[src/rtl/frame_bit_writer_pkg.sv]
// Shared constants and FSM encoding for the frame capture path and the correlator.
package frame_bit_writer_pkg;

  localparam int PIX_W  = 8;
  localparam int COLS   = 128;
  localparam int ROWS   = 256;
  localparam int ADDR_W = 9;
  localparam int ROW_W  = ADDR_W - 1;

  typedef enum logic [1:0] {
    ST_IDLE  = 2'd0,
    ST_ARMED = 2'd1,
    ST_FILL  = 2'd2
  } fbw_state_t;

endpackage

[src/rtl/frame_bit_writer_if.sv]
// Pixel stream, control and BRAM write port of the frame bit writer.
interface frame_bit_writer_if #(
  parameter int PIX_W = frame_bit_writer_pkg::PIX_W,
  parameter int COLS  = frame_bit_writer_pkg::COLS
);
  import frame_bit_writer_pkg::*;

  logic             go;
  logic [PIX_W-1:0] threshold;
  logic [PIX_W-1:0] pix_data;
  logic             pix_valid;
  logic             pix_sof;
  logic [ADDR_W-1:0] bram_addr;
  logic [COLS-1:0]  bram_din;
  logic             bram_we;
  logic             busy;
  logic             frame_done;
  logic             curr_frame_bram_offset_sel;

  modport master (
    output go, threshold, pix_data, pix_valid, pix_sof,
    input  bram_addr, bram_din, bram_we, busy, frame_done, curr_frame_bram_offset_sel
  );

  modport slave (
    input  go, threshold, pix_data, pix_valid, pix_sof,
    output bram_addr, bram_din, bram_we, busy, frame_done, curr_frame_bram_offset_sel
  );

endinterface

[src/rtl/frame_bit_writer_row_packer.sv]
// Binarizes accepted pixels and packs them MSB-first into a row word; flags the last column.
module row_packer #(
  parameter int PIX_W = frame_bit_writer_pkg::PIX_W,
  parameter int COLS  = frame_bit_writer_pkg::COLS
) (
  input  logic             clk,
  input  logic             resetn,
  input  logic             accept,
  input  logic             start,
  input  logic [PIX_W-1:0] pix_data,
  input  logic [PIX_W-1:0] threshold,
  output logic             row_done,
  output logic [COLS-1:0]  row_word
);
  localparam int CW = (COLS > 1) ? $clog2(COLS) : 1;

  logic [CW-1:0]   col_q;
  logic [CW-1:0]   col_eff;
  logic [COLS-1:0] shreg_q;
  logic            pix_bit;

  assign pix_bit  = (pix_data >= threshold);
  // A start pixel is column 0 regardless of where the previous row stopped.
  assign col_eff  = start ? '0 : col_q;
  assign row_done = accept && (col_eff == CW'(COLS - 1));
  assign row_word = {shreg_q[COLS-2:0], pix_bit};

  always_ff @(posedge clk or negedge resetn) begin
    if (!resetn) begin
      col_q   <= '0;
      shreg_q <= '0;
    end else if (accept) begin
      shreg_q <= row_word;
      col_q   <= row_done ? '0 : col_eff + 1'b1;
    end
  end

endmodule

[src/rtl/frame_bit_writer.sv]
// Captures one binarized frame into the idle BRAM bank, one row word per write.
//   state    | meaning
//   ST_IDLE  | waiting for go
//   ST_ARMED | waiting for the start-of-frame pixel
//   ST_FILL  | packing rows; last_q marks the final write cycle
module frame_bit_writer #(
  parameter int PIX_W = frame_bit_writer_pkg::PIX_W,
  parameter int COLS  = frame_bit_writer_pkg::COLS,
  parameter int ROWS  = frame_bit_writer_pkg::ROWS
) (
  input  logic                clk,
  input  logic                resetn,
  frame_bit_writer_if.slave   bus
);
  import frame_bit_writer_pkg::*;

  fbw_state_t        state_q, state_d;
  logic [ROW_W-1:0]  row_q, row_d, row_eff;
  logic              last_q, last_d;
  logic              sel_q, sel_d;
  logic              done_q, done_d;
  logic              we_q, we_d;
  logic [ADDR_W-1:0] addr_q, addr_d;
  logic [COLS-1:0]   din_q, din_d;
  logic              sof_pix, accept, start, row_done;
  logic [COLS-1:0]   row_word;

  assign sof_pix = bus.pix_valid & bus.pix_sof;
  assign accept  = ((state_q == ST_ARMED) && sof_pix) ||
                   ((state_q == ST_FILL) && !last_q && bus.pix_valid);
  assign start   = bus.pix_sof;
  assign row_eff = start ? '0 : row_q;

  row_packer #(.PIX_W(PIX_W), .COLS(COLS)) u_packer (
    .clk       (clk),
    .resetn    (resetn),
    .accept    (accept),
    .start     (start),
    .pix_data  (bus.pix_data),
    .threshold (bus.threshold),
    .row_done  (row_done),
    .row_word  (row_word)
  );

  always_comb begin
    state_d = state_q;
    row_d   = row_q;
    last_d  = last_q;
    sel_d   = sel_q;
    done_d  = 1'b0;
    we_d    = 1'b0;
    addr_d  = addr_q;
    din_d   = din_q;
    case (state_q)
      ST_IDLE:  if (bus.go) state_d = ST_ARMED;
      ST_ARMED: if (sof_pix) begin
        state_d = ST_FILL;
        row_d   = '0;
      end
      ST_FILL: begin
        if (last_q) begin
          state_d = ST_IDLE;
          last_d  = 1'b0;
          done_d  = 1'b1;
          sel_d   = ~sel_q;
          row_d   = '0;
        end else if (sof_pix) begin
          row_d = '0;
        end
      end
      default: state_d = ST_IDLE;
    endcase
    // The bank stays fixed for the whole frame; the last row ends it without wrapping.
    if (row_done) begin
      we_d   = 1'b1;
      addr_d = {~sel_q, row_eff};
      din_d  = row_word;
      if (row_eff == ROW_W'(ROWS - 1)) last_d = 1'b1;
      else                             row_d  = row_eff + 1'b1;
    end
  end

  always_ff @(posedge clk or negedge resetn) begin
    if (!resetn) begin
      state_q <= ST_IDLE;
      row_q   <= '0;
      last_q  <= 1'b0;
      sel_q   <= 1'b0;
      done_q  <= 1'b0;
      we_q    <= 1'b0;
      addr_q  <= '0;
      din_q   <= '0;
    end else begin
      state_q <= state_d;
      row_q   <= row_d;
      last_q  <= last_d;
      sel_q   <= sel_d;
      done_q  <= done_d;
      we_q    <= we_d;
      addr_q  <= addr_d;
      din_q   <= din_d;
    end
  end

  assign bus.bram_we                    = we_q;
  assign bus.bram_addr                  = addr_q;
  assign bus.bram_din                   = din_q;
  assign bus.frame_done                 = done_q;
  assign bus.busy                       = (state_q != ST_IDLE);
  assign bus.curr_frame_bram_offset_sel = sel_q;

endmodule

[src/flat_wrapper.sv]
// flat-port wrapper written by rule: the top's interface ports become plain ports
module frame_bit_writer_flat import frame_bit_writer_pkg::*;
#(
  parameter int PIX_W = frame_bit_writer_pkg::PIX_W,
  parameter int COLS  = frame_bit_writer_pkg::COLS,
  parameter int ROWS  = frame_bit_writer_pkg::ROWS
)
  (clk, resetn, bus_go, bus_threshold, bus_pix_data, bus_pix_valid, bus_pix_sof, bus_bram_addr, bus_bram_din, bus_bram_we, bus_busy, bus_frame_done, bus_curr_frame_bram_offset_sel);
  frame_bit_writer_if #(.PIX_W(PIX_W), .COLS(COLS)) bus_i ();
  input  logic clk;
  input  logic resetn;
  input wire logic [$bits(bus_i.go)-1:0] bus_go;
  input wire logic [$bits(bus_i.threshold)-1:0] bus_threshold;
  input wire logic [$bits(bus_i.pix_data)-1:0] bus_pix_data;
  input wire logic [$bits(bus_i.pix_valid)-1:0] bus_pix_valid;
  input wire logic [$bits(bus_i.pix_sof)-1:0] bus_pix_sof;
  output wire logic [$bits(bus_i.bram_addr)-1:0] bus_bram_addr;
  output wire logic [$bits(bus_i.bram_din)-1:0] bus_bram_din;
  output wire logic [$bits(bus_i.bram_we)-1:0] bus_bram_we;
  output wire logic [$bits(bus_i.busy)-1:0] bus_busy;
  output wire logic [$bits(bus_i.frame_done)-1:0] bus_frame_done;
  output wire logic [$bits(bus_i.curr_frame_bram_offset_sel)-1:0] bus_curr_frame_bram_offset_sel;
  assign bus_i.go = bus_go;
  assign bus_i.threshold = bus_threshold;
  assign bus_i.pix_data = bus_pix_data;
  assign bus_i.pix_valid = bus_pix_valid;
  assign bus_i.pix_sof = bus_pix_sof;
  assign bus_bram_addr = bus_i.bram_addr;
  assign bus_bram_din = bus_i.bram_din;
  assign bus_bram_we = bus_i.bram_we;
  assign bus_busy = bus_i.busy;
  assign bus_frame_done = bus_i.frame_done;
  assign bus_curr_frame_bram_offset_sel = bus_i.curr_frame_bram_offset_sel;
  frame_bit_writer #(.PIX_W(PIX_W), .COLS(COLS), .ROWS(ROWS)) u_core (.clk(clk), .resetn(resetn), .bus(bus_i));
endmodule
[config.mk]
export PLATFORM = sky130hd
export DESIGN_NAME = frame_bit_writer_flat
export DESIGN_NICKNAME = d
export VERILOG_FILES = /design/src/rtl/frame_bit_writer_pkg.sv /design/src/rtl/frame_bit_writer_if.sv /design/src/rtl/frame_bit_writer_row_packer.sv /design/src/rtl/frame_bit_writer.sv /design/src/flat_wrapper.sv
export SDC_FILE = /design/constraint.sdc
export NUM_CORES = 1
export LEC_CHECK = 0
export ABC_AREA = 1
export ABC_CLOCK_PERIOD_IN_PS = 3600
export CAP_MARGIN = 20
export CORE_ASPECT_RATIO = 0.5
export CORE_MARGIN = 2
export CORE_UTILIZATION = 59
export CTS_CLUSTER_SIZE = 16
export DETAILED_ROUTE_END_ITERATION = 12
export PLACE_DENSITY = 0.85
export SYNTH_ARGS = -nofsm -noshare
export SYNTH_HDL_FRONTEND = slang
export SYNTH_HIERARCHICAL = 1
export SYNTH_SLANG_ARGS = --single-unit
export TNS_END_PERCENT = 5
[constraint.sdc]
create_clock -name clk -period 3.6 [get_ports clk]
set_input_delay 0.72 -clock clk [delete_from_list [all_inputs] [get_ports clk]]
set_output_delay 0.72 -clock clk [all_outputs]
set_load 0.02 [all_outputs]
==> metrics <==
WP data required=around 2.9 ns; pwr dens=573 nW/µm²; Worst EP arrival=approximately 1.9 ns; CTS max path bufs=3; CTS resizes=0; Syn Nets=roughly 1.3k; status=finished, final reports clean; Slew HR=0.586; Residual DRC=0; R2R depth=9; cells after synthesis=1264; part of the Yosys area used for sequential elements=0.624; CTS root buf=clkbuf_16; Netlist cell types=30; area leader, netlist=dfrtp_1; most frequently used flop master after synthesis=dfrtp_1; CP Capture Type=output pin; wire length of the first global-routing pass=a little over 40 mm; #FFs+latches synth=between 200 and 300; CTS buffer count=24; vias in the first global route=slightly below 9k; Clock Skews=0.00968 ns; fmax=378 MHz; total track usage=0.248; DRT iter0 DRCs=510; average vias per placed instance=roughly 5.1; placed cell area=about 13000 µm²; die width=201 µm; # IOs=162; Detailed Place HPWL=15.5 mm; # port buffers=roughly 160; total design power=8.08 mW; Post-synth EDFFs=0; RSZ-0062 raised after global routing=no; WL met3=988 µm; mean post-synth cell area=about 9.0 µm²; Post-Route M1 WL=~11 mm; Yosys warnings=6; remaining antenna violation count=0; largest net degree at the start of global routing=133; LEAKAGE=slightly above 7 nW; Die Ht=a little over 100 µm; Final Cycle Share=0.734; fin area=around 14000 µm²; Cell Area, Synth=11400 µm²; initial antenna violation count=0; final wirelength=24.6 mm; Crit Path Max Fanout=4; most common cell in the netlist=nand2_1; R2R setup slack=between 1 and 1.5 ns; Net count, final=roughly 1.4k; Clock Pin Slew Worst Setup and Hold Paths=approximately 0.07 ns; type of the most critical hold path=input port to async pin; CP Class=flop to output pin; met2 WL post-DR=roughly 13 mm; crit path launch type=flop; Wirelength per Cell=about 15 µm; CTS H-tree depth=1; Area contributors post-synth=dfrtp_1, nand2_1, o21ai_0; Post-synth top cells=nand2_1, dfrtp_1, o21ai_0, inv_1, buf_2; final hold vios=0; CTS tree=built; initial core utilization=0.611; Synth top area share=0.624; latest clock arrival within the worst-skew pair=approximately 0.5 ns; CTS Hold Bufs=0; Post-CTS Setup Bufs=0; Die Area=between 20000 and 25000 µm²; detailed-route via count=roughly 8.6k; Post-synth ARST share=1.00; Final setup viols=0; clk sink count=285; routability cong.=approximately 0.81; Layout Cells excl Fill=about 1.7k; # diodes=0; dpl cells=1634; Max Cap Violations=0; grt total ovfl=0; layout cell share with drive strength beyond 1=0.0564; CORE AREA=around 19000 µm²; uppermost layer routed=met4; Pre-Repair DR Iteration Count=5; num rows=35; minimum clock period=about 2.6 ns; Tightest Pin Transition=just over 0.6 ns; setup TNS=0 ns; Slew Viols, Final=0; P&R area growth vs syn=23.4%; worst vdd ir=roughly 0.00040 V
area by class of cell:
class / count / area, µm²
Inverter: 102 / 390
Sequential cell: 285 / 7130
Timing Repair Buffer: 173 / 1800
Clock buffer: 31 / 688
Multi-Input combinational cell: 816 / 3570
Tap cell: 259 / 324
Clock inverter: 12 / 185
Fill cell: 1257 / 4600
worst max-delay path: stages, from the launching register on:
cell	delay, ns
dfrtp_1	0.37
inv_1	0.10
ha_1	0.22
inv_1	0.08
clkdlybuf4s50_1	0.64
power breakdown:
group	internal, mW	switching, mW
registers	3.70	0.349
clock network	1.71	1.12
logic	0.379	0.823
total	5.78	2.30
flip-flops by register name, summed over array words and instances (netlist names):
name                                   count
u_core/row_q                               8
u_core/bus.bram_addr                       9
u_core/u_packer/col_q                      7
u_core/state_q                             2
u_core/bus.frame_done                      1
u_core/bus.bram_we                         1
u_core/u_packer/shreg_q                  127
u_core/bus.curr_frame_bram_offset_sel      1
u_core/bus.bram_din                      128
u_core/last_q                              1
path summary, 6_finish.rpt:
kind / start / to
max reg2reg: u_core/state_q[0] / u_core/bus.bram_addr[8]
min in group clk: u_core/bus.bram_din[79] / u_core/bus.bram_din[79]
min: resetn / u_core/bus.bram_din[23]
max in group asynchronous: resetn / u_core/u_packer/shreg_q[106]
min reg2reg: u_core/bus.bram_din[79] / u_core/bus.bram_din[79]
max: u_core/state_q[0] / bus_busy
layer usage:
metal  global-route usage  vias up
met5                    0        -
met4               0.0667        0
met3               0.0348       46
met2                0.452      215
met1                0.322     4160
li1                     -     4160
per-stage QoR:
stage                util  hold slack [ns]  setup slack [ns]
finish              0.754            0.170             0.957
global route        0.754            0.232             0.845
CTS                 0.752            0.208             0.940
detailed placement  0.706            0.458             0.528
global placement    0.706            0.453             0.624
floorplan               -            0.424              1.24
placed cells by master (no fill, tap or decap), types with 3 or more instances in the layout:
cell type / n
inv_4: 3
ha_1: 14
o21ai_0: 131
clkdlybuf4s50_1: 160
nor2_1: 20
inv_1: 98
buf_4: 5
bufinv_16: 5
nand2_1: 596
buf_12: 6
nand3_1: 8
clkinv_2: 7
nor2_4: 5
clkbuf_8: 4
o21ai_1: 9
nand2_2: 6
a21oi_1: 6
clkbuf_16: 25
dfrtp_1: 285
cell families after synthesis:
kind of cell	share of synthesized area
xor gates and xnor gates	0.00230
adders and majority gates	0.0153
and+or+nand+nor	0.225
buffers and inverters	0.0644
AOI/OAI and AO/OA	0.0689
DFF	0.624
No activity file was read; power rests on OpenSTA's default activity.
